<file path="config.mk">
export PLATFORM = sky130hd
export DESIGN_NAME = sram_arbiter
export DESIGN_NICKNAME = d
export VERILOG_FILES = /design/src/rtl/sram_arbiter.sv
export SDC_FILE = /design/constraint.sdc
export NUM_CORES = 1
export LEC_CHECK = 0
export CAP_MARGIN = 20
export CORE_AREA = 3 3 124 126
export CTS_BUF_LIST = sky130_fd_sc_hd__clkbuf_2
export DETAILED_ROUTE_END_ITERATION = 8
export DIE_AREA = 0 0 127 129
export PLACE_DENSITY_LB_ADDON = 0.08
export SYNTH_ARGS = -nofsm -noshare
export SYNTH_HDL_FRONTEND = slang
export SYNTH_SLANG_ARGS = --single-unit
</file>
<file path="constraint.sdc">
create_clock -name clk -period 2.24 [get_ports clk]
set_input_delay 0.224 -clock clk [delete_from_list [all_inputs] [get_ports clk]]
set_output_delay 0.224 -clock clk [all_outputs]
set_load 0.02 [all_outputs]
</file>
<file path="src/rtl/sram_arbiter.sv">
// Two-master SRAM-like arbiter (data over inst, locked until addr_ok); zero added latency on request and response.
// Backpressure: mem_req is withheld while the in-order ID FIFO holds OUTSTANDING entries.
module sram_arbiter #(
  parameter int OUTSTANDING = 2
) (
  input  logic        clk,
  input  logic        resetn,
  input  logic        inst_req,
  input  logic        inst_wr,
  input  logic [1:0]  inst_size,
  input  logic [31:0] inst_addr,
  input  logic [3:0]  inst_wstrb,
  input  logic [31:0] inst_wdata,
  output logic        inst_addr_ok,
  output logic        inst_data_ok,
  output logic [31:0] inst_rdata,
  input  logic        data_req,
  input  logic        data_wr,
  input  logic [1:0]  data_size,
  input  logic [31:0] data_addr,
  input  logic [3:0]  data_wstrb,
  input  logic [31:0] data_wdata,
  output logic        data_addr_ok,
  output logic        data_data_ok,
  output logic [31:0] data_rdata,
  output logic        mem_req,
  output logic        mem_wr,
  output logic [1:0]  mem_size,
  output logic [31:0] mem_addr,
  output logic [3:0]  mem_wstrb,
  output logic [31:0] mem_wdata,
  input  logic        mem_addr_ok,
  input  logic        mem_data_ok,
  input  logic [31:0] mem_rdata,
  output logic        arb_err
);

  localparam int PW = (OUTSTANDING > 2) ? 2 : 1;
  localparam int CW = (OUTSTANDING > 3) ? 3 : 2;

  logic          r_lock;
  logic          r_owner;
  logic          r_arb_err;
  logic [PW-1:0] r_wr_ptr;
  logic [PW-1:0] r_rd_ptr;
  logic [CW-1:0] r_count;
  logic          r_ids [OUTSTANDING];

  logic w_grant;
  logic w_win_req;
  logic w_full;
  logic w_empty;
  logic w_push;
  logic w_pop;
  logic w_head;
  logic w_sel;

  function automatic logic [PW-1:0] f_inc(input logic [PW-1:0] p);
    return (p == PW'(OUTSTANDING - 1)) ? '0 : p + 1'b1;
  endfunction

  // 1 = data master, 0 = inst master; a pending unaccepted request pins the grant.
  assign w_grant   = r_lock ? r_owner : data_req;
  assign w_win_req = w_grant ? data_req : inst_req;
  assign w_full    = (r_count == CW'(OUTSTANDING));
  assign w_empty   = (r_count == '0);
  assign w_head    = r_ids[r_rd_ptr];

  // Gated by resetn so handshakes drop the instant reset asserts.
  assign mem_req = resetn && w_win_req && !w_full;
  assign w_push  = mem_req && mem_addr_ok;
  assign w_pop   = mem_data_ok && !w_empty;

  assign w_sel     = mem_req ? w_grant : 1'b1;
  assign mem_wr    = w_sel ? data_wr    : inst_wr;
  assign mem_size  = w_sel ? data_size  : inst_size;
  assign mem_addr  = w_sel ? data_addr  : inst_addr;
  assign mem_wstrb = w_sel ? data_wstrb : inst_wstrb;
  assign mem_wdata = w_sel ? data_wdata : inst_wdata;

  assign inst_addr_ok = w_push && !w_grant;
  assign data_addr_ok = w_push &&  w_grant;
  assign inst_data_ok = resetn && w_pop && !w_head;
  assign data_data_ok = resetn && w_pop &&  w_head;
  assign inst_rdata   = mem_rdata;
  assign data_rdata   = mem_rdata;
  assign arb_err      = r_arb_err;

  always_ff @(posedge clk or negedge resetn) begin
    if (!resetn) begin
      r_lock    <= 1'b0;
      r_owner   <= 1'b0;
      r_arb_err <= 1'b0;
      r_wr_ptr  <= '0;
      r_rd_ptr  <= '0;
      r_count   <= '0;
      for (int i = 0; i < OUTSTANDING; i++) r_ids[i] <= 1'b0;
    end else begin
      if (mem_req && !mem_addr_ok) begin
        r_lock  <= 1'b1;
        r_owner <= w_grant;
      end else if (mem_addr_ok) begin
        r_lock <= 1'b0;
      end
      if (w_push) begin
        r_ids[r_wr_ptr] <= w_grant;
        r_wr_ptr        <= f_inc(r_wr_ptr);
      end
      if (w_pop) r_rd_ptr <= f_inc(r_rd_ptr);
      case ({w_push, w_pop})
        2'b10:   r_count <= r_count + 1'b1;
        2'b01:   r_count <= r_count - 1'b1;
        default: r_count <= r_count;
      endcase
      if (mem_data_ok && w_empty) r_arb_err <= 1'b1;
    end
  end

endmodule

</file>
==> results.yml, run 1 <==
outcome:
  status: "finished, violations left"
  failed_checks: "setup timing"
finish:
  final_cells: 555
  fin_nets: 553
  n_antenna_cell: 0
  area_growth_pct: 112
  drive_gt1_frac: 0.496
  design_area_mm2: 0.00451
  final_core_util: 0.313
synthesis:
  synth_warnings: 0
  synth_top_cell_by_area: "mux2_4"
  avgSynthCellArea_um2: 11.5
  synth_nets: 366
  synth-seq-cells: 9
  yosysSeqAreaShare: 0.106
  syn_inst: 185
  synth_area_mm2: 0.00212
  synth_top_area_frac: 0.495
  synth.area.top_cells: "mux2_4 (49%), buf_4 (23%), dfrtp_1 (11%)"
  yosysUniqueCellTypes: 24
timing:
  final_max_slew_viol_count: 0
  finClkSkew_ps: 0.978
  worstMarginPinSlew_ps: 265
  fin_ws_ps: -111
  hold_viol: 0
  relSlewSlack: 0.823
  finalCritPeriodShare: 1.05
  finalSetupTns_ps: -2330
  min_period_ps: 2350
  finalSetupViolations: 37
  grt_setup_unrepaired: "yes"
  fmax_mhz: 425
grt:
  overflow: 0
  grt_util_all_layers: 0.116
  grt_pass1_vias: 2025
  grt_max_degree: 12
  grt_pass1_wl_um: 14100
  antenna_found_initial: 0
clocking:
  cts.path.max_buffers: 2
  root_buffer: "clkbuf_2"
  cts-buffers-inserted: 3
  htree_levels: 1
  path_clk_slew_ps: 90
  cts.sinks: 9
  clk_latency_ps: 240
  cts_tree: "built"
power:
  ir_worst_vdd_v: 0.000425
  p_leak_nw: 1.98
  total_power_mw: 2.58
  powerDensity_mw_per_mm2: 571
place:
  dp.cells: 535
  postPlaceCellArea_mm2: 0.00414
  dp_hpwl_um: 8480
  gp_congestion: 0.807
  port_buffers: 224
floorplan:
  core_region_area_mm2: 0.0144
  die_w_um: 127
  io_pins: 321
  dieHeight_um: 129
  num_rows: 44
  die_area_mm2: 0.0164
  initial_core_util: 0.147
route:
  postRouteAntennaNets: 0
  wl_per_cell_um: 18.2
  drt_iter0_drc: 33
  drt_first_pass_iters: 4
  drc: 0
  vias: 1944
  drt-total-wl_um: 10100
  vias_per_cell: 3.50
run:
  drv_cap: 0
setup_path:
  start_kind: "flip-flop"
  required_ps: 2020
  worst_ep_arrival_time_ps: 2130
  endpoint_kind: "primary output"
  worstSetupPathType: "flip-flop to primary output"
  crit_fanout: 7
min_path:
  hold_class: "input pin to asynchronous set/reset pin"
[worst paths after layout]
kind | from | to | slack, ps | cells after the start
min reg2reg | arb_err | arb_err | 470 | 1
max reg2reg | r_lock | r_count[1] | 220 | 10
max in group asynchronous | resetn | arb_err | 1670 | 2
min | resetn | r_wr_ptr | 430 | 2
min in group clk | mem_rdata[4] | data_rdata[4] | 450 | 0
max | r_lock | mem_wdata[11] | -110 | 8
[metrics by stage]
step	hold WS (ps)	setup slack, ps
2_1_floorplan	-71.6	308
3_3_place_gp	446	-490
3_5_place_dp	446	-483
4_1_cts	436	-161
5_1_grt	416	-241
6_report	429	-111
[layout make-up]
class / count / area [um2]
well taps: 184 / 230
clock buffers: 4 / 20.0
flip-flops and latches: 9 / 225
inverters: 2 / 7.51
repair buffers: 253 / 2710
multi-input cells: 103 / 1320
fillers: 1486 / 9910
[state kept, by name, indices dropped and copies added, names as in the netlist]
name      cells
arb_err       1
r_count       2
r_ids         2
r_lock        1
r_owner       1
r_rd_ptr      1
r_wr_ptr      1
[cell usage after synthesis (all sizes together)]
cell type   n
nand3       2
o21ai       1
mux2       74
buf        71
a21o        1
xnor2       3
or3b        1
nand2b      1
o2111ai     1
xor2        2
nor2b       1
nor2        7
a21boi      1
nand2       3
mux2i       1
and3        2
inv         2
nor3        1
dfrtp       9
ha          1
[report_power, final]
group          switching, mW  leakage [nW]  internal [mW]
clock network         0.0572        0.0166         0.0475
registers             0.0498         0.105          0.232
logic                  0.860          1.86           1.33
[cells in the final DEF, fill, tap and decap left out]
master,instances
nor3_1,1
and3_1,2
clkbuf_2,5
nor2b_1,1
buf_2,2
mux2_2,4
buf_12,7
xor2_1,2
xnor2_1,3
nor2_2,1
ha_1,1
buf_4,20
clkdlybuf4s50_1,150
nand2_1,3
or3b_4,1
buf_16,5
dlygate4sd2_1,2
nor2_1,5
buf_8,1
a21o_1,1
o21ai_0,1
mux2i_1,1
nor2_8,1
nand2b_1,1
buf_6,65
o2111ai_4,1
mux2_4,70
inv_1,2
a21boi_2,1
dfrtp_1,9
nand3_1,2
[what timing repair did]
item                                    in CTS  in global routing
gates resized for setup                    435                  7
setup buffers                               12                  0
hold buffers                                 0                  0
endpoints found under the setup margin      74                 75
pin swaps                                    2                  1
gates cloned                                 5                  0
[logic make-up after synthesis]
group	share of synthesized area
buffers and inverters	0.282
flip-flops	0.106
AO/OA/AOI/OAI	0.0165
AND/OR/NAND/NOR	0.0483
XOR/XNOR	0.0206
adder cells (fa/ha/maj)	0.00589
multiplexers	0.521
[worst max-delay path, cell delays in order (launching register included)]
cell and delay, ps:
dfrtp_1 410, or3b_4 410, o2111ai_4 150, nor2_8 60, buf_12 140, buf_8 130
buf_16 140, mux2_4 300, buf_6 130
[routing by layer]
layer	routed length, um	track usage
met4	28	0.0177
met1	3600	0.126
met3	1140	0.0469
met2	5310	0.214
met5	0	0
Power figures use the tool's default switching activity.
==> run 2: changes to the inputs <==
--- a/config.mk
+++ b/config.mk
@@ -6,7 +6,7 @@
 export NUM_CORES = 1
 export LEC_CHECK = 0
 export CAP_MARGIN = 20
-export CORE_AREA = 3 3 124 126
+export CORE_AREA = 5 5 122 124
 export CTS_BUF_LIST = sky130_fd_sc_hd__clkbuf_2
 export DETAILED_ROUTE_END_ITERATION = 8
 export DIE_AREA = 0 0 127 129
@@ -14,3 +14,4 @@
 export SYNTH_ARGS = -nofsm -noshare
 export SYNTH_HDL_FRONTEND = slang
 export SYNTH_SLANG_ARGS = --single-unit
+export TNS_END_PERCENT = 10
==> results.yml, run 2 (synthesized netlist as in run 1, its figures left out) <==
outcome:
  status: "finished, violations left"
  failed_checks: "setup timing"
min_path:
  hold_class: "input pin to asynchronous set/reset pin"
power:
  p_sw_uw: 935
  intPower_mw: 1.49
  p_seq_frac: 0.118
  p_sw_frac: 0.385
  power_frac_comb: 0.839
  p_clk_frac: 0.043
  powerDensity_mw_per_mm2: 561
  ir_worst_vdd_v: 0.000321
  p_leak_nw: 1.91
  total_power_mw: 2.43
setup_path:
  timing.rr.start: "r_lock"
  start_kind: "input pin"
  crit_fanout: 11
  crit_path_top_delay_cell: "clkdlybuf4s50_1"
  r2r_slack_ps: 210
  endpoint_kind: "primary output"
  required_ps: 2020
  worst_ep_arrival_time_ps: 2060
  r2r_end: "r_count[1]"
  crit_top_cell: "buf_4"
  worstSetupPathType: "input pin to primary output"
  slowest_delay_ps: 440
  crit_chain: "clkdlybuf4s50_1, or3b_4, o2111ai_4, nor2_8, buf_4, buf_16, mux2_4, buf_4"
  reg2reg_depth: 9
clocking:
  cts_tree: "built"
  path_clk_slew_ps: 90
  cts.sinks: 9
  cts.path.max_buffers: 2
  root_buffer: "clkbuf_2"
  postCtsHoldBufs: 0
  htree_levels: 1
  cts-buffers-inserted: 3
  clk_latency_ps: 240
timing:
  finClkSkew_ps: 4.44
  fmax_mhz: 437
  min_period_ps: 2290
  hold_viol: 0
  finalSetupViolations: 65
  fin_ws_ps: -48.2
  whs_ps: 400
  grt_setup_unrepaired: "yes"
  final_max_slew_viol_count: 0
  relSlewSlack: 0.827
  worstMarginPinSlew_ps: 260
  finalCritPeriodShare: 1.02
finish:
  fillerInstances: 1414
  layout_common_cells: "clkdlybuf4s50_1 (150), mux2_4 (71), buf_6 (50)"
  drive_gt1_frac: 0.488
  area_growth_pct: 104
  final_common_cell: "clkdlybuf4s50_1"
  top_regs: "r_count x2, r_ids x2"
  fin_nets: 547
  n_antenna_cell: 0
route:
  vias_per_cell: 3.61
  vias: 1967
  drt-total-wl_um: 10400
  drt_first_pass_iters: 4
  postRouteAntennaNets: 0
  wl_per_cell_um: 19.1
  drc: 0
  drt_iter0_drc: 31
grt:
  grt_util_all_layers: 0.113
  overflow: 0
  grt_max_degree: 16
  antenna_found_initial: 2
  grt_pass1_wl_um: 13900
  grt_pass1_vias: 2068
floorplan:
  dieHeight_um: 129
  die_area_mm2: 0.0164
  io_pins: 321
  num_rows: 43
  core_region_area_mm2: 0.0137
  die_w_um: 127
  initial_core_util: 0.155
run:
  drv_cap: 0
place:
  port_buffers: 224
  gp_congestion: 0.797
  dp_hpwl_um: 8920
==> run 2: changes by cell type in the layout (fill, tap and decap cells not counted), moves of 2 or more <==
| cell | before | now |
|---|---|---|
| clkdlybuf4s15_2 | 0 | 3 |
| buf_16 | 5 | 3 |
| clkbuf_2 | 5 | 7 |
| buf_2 | 2 | 10 |
| buf_12 | 7 | 4 |
| buf_6 | 65 | 50 |
==> run 2: repair_timing <==
action / in CTS / in global routing
endpoints found under the hold margin: 0 / 0
cloned: 2 / 1
resized for setup: 375 / 33
buffers inserted: 4 / 1
endpoints found under the setup margin: 74 / 74
pin swaps: 2 / 2
==> run 2: how the worst max path moves through the flow <==
stage              from            end  slack (ps)  depth (start not counted)
2_1_floorplan   r_owner     r_count[1]         310                          7
3_3_place_gp   inst_req  mem_wdata[12]        -560                          7
3_5_place_dp   inst_req  mem_wdata[12]        -560                          7
4_1_cts          r_lock   mem_wdata[1]        -150                          6
5_1_grt         r_owner   mem_addr[20]        -140                          7
6_report       inst_req   mem_wdata[2]         -50                          8
==> run 2: power by group through the flow <==
stage          Sequential (mW)  Combinational, mW  Clock [mW]
6_report                 0.286               2.04       0.104
5_1_grt                  0.296               2.15       0.123
4_1_cts                  0.286               2.00       0.111
3_5_place_dp             0.282               1.92           0
3_3_place_gp             0.283               1.92           0
2_1_floorplan            0.280               1.22           0
==> run 2: per-layer routing <==
layer | wire length [um] | track usage | up-vias
met5 | 34 | 0 | -
met4 | 55 | 0.0139 | 4
met3 | 1050 | 0.0428 | 6
met2 | 5440 | 0.208 | 133
met1 | 3840 | 0.128 | 888
li1 | - | - | 936
==> run 2: stage by stage <==
stage               utilization  setup TNS, ps  std cells  cell area (um2)  setup WS (ps)
detailed placement        0.305         -36730        533             4160           -564
floorplan                     -              0        185             2120            308
finish                    0.317          -1730        545             4330          -48.2
global route              0.317          -8380        545             4330           -143
global placement          0.305         -36550        533             4160           -558
CTS                       0.310          -6360        543             4230           -150
==> run 2: critical path: cells and delay by family <==
family	cells	cell delay (ps)
buf+inv	4	910
simple gates	2	480
compound gates	1	150
mux	1	300
==> run 2: cell type report <==
class,count,area [um2],area share
Clock buffer,4,20.0,0.00462
Tap cell,180,225,0.0520
Inverter,2,7.51,0.00173
Sequential cell,9,226,0.0523
Timing Repair Buffer,247,2530,0.583
Multi-Input combinational cell,103,1330,0.307
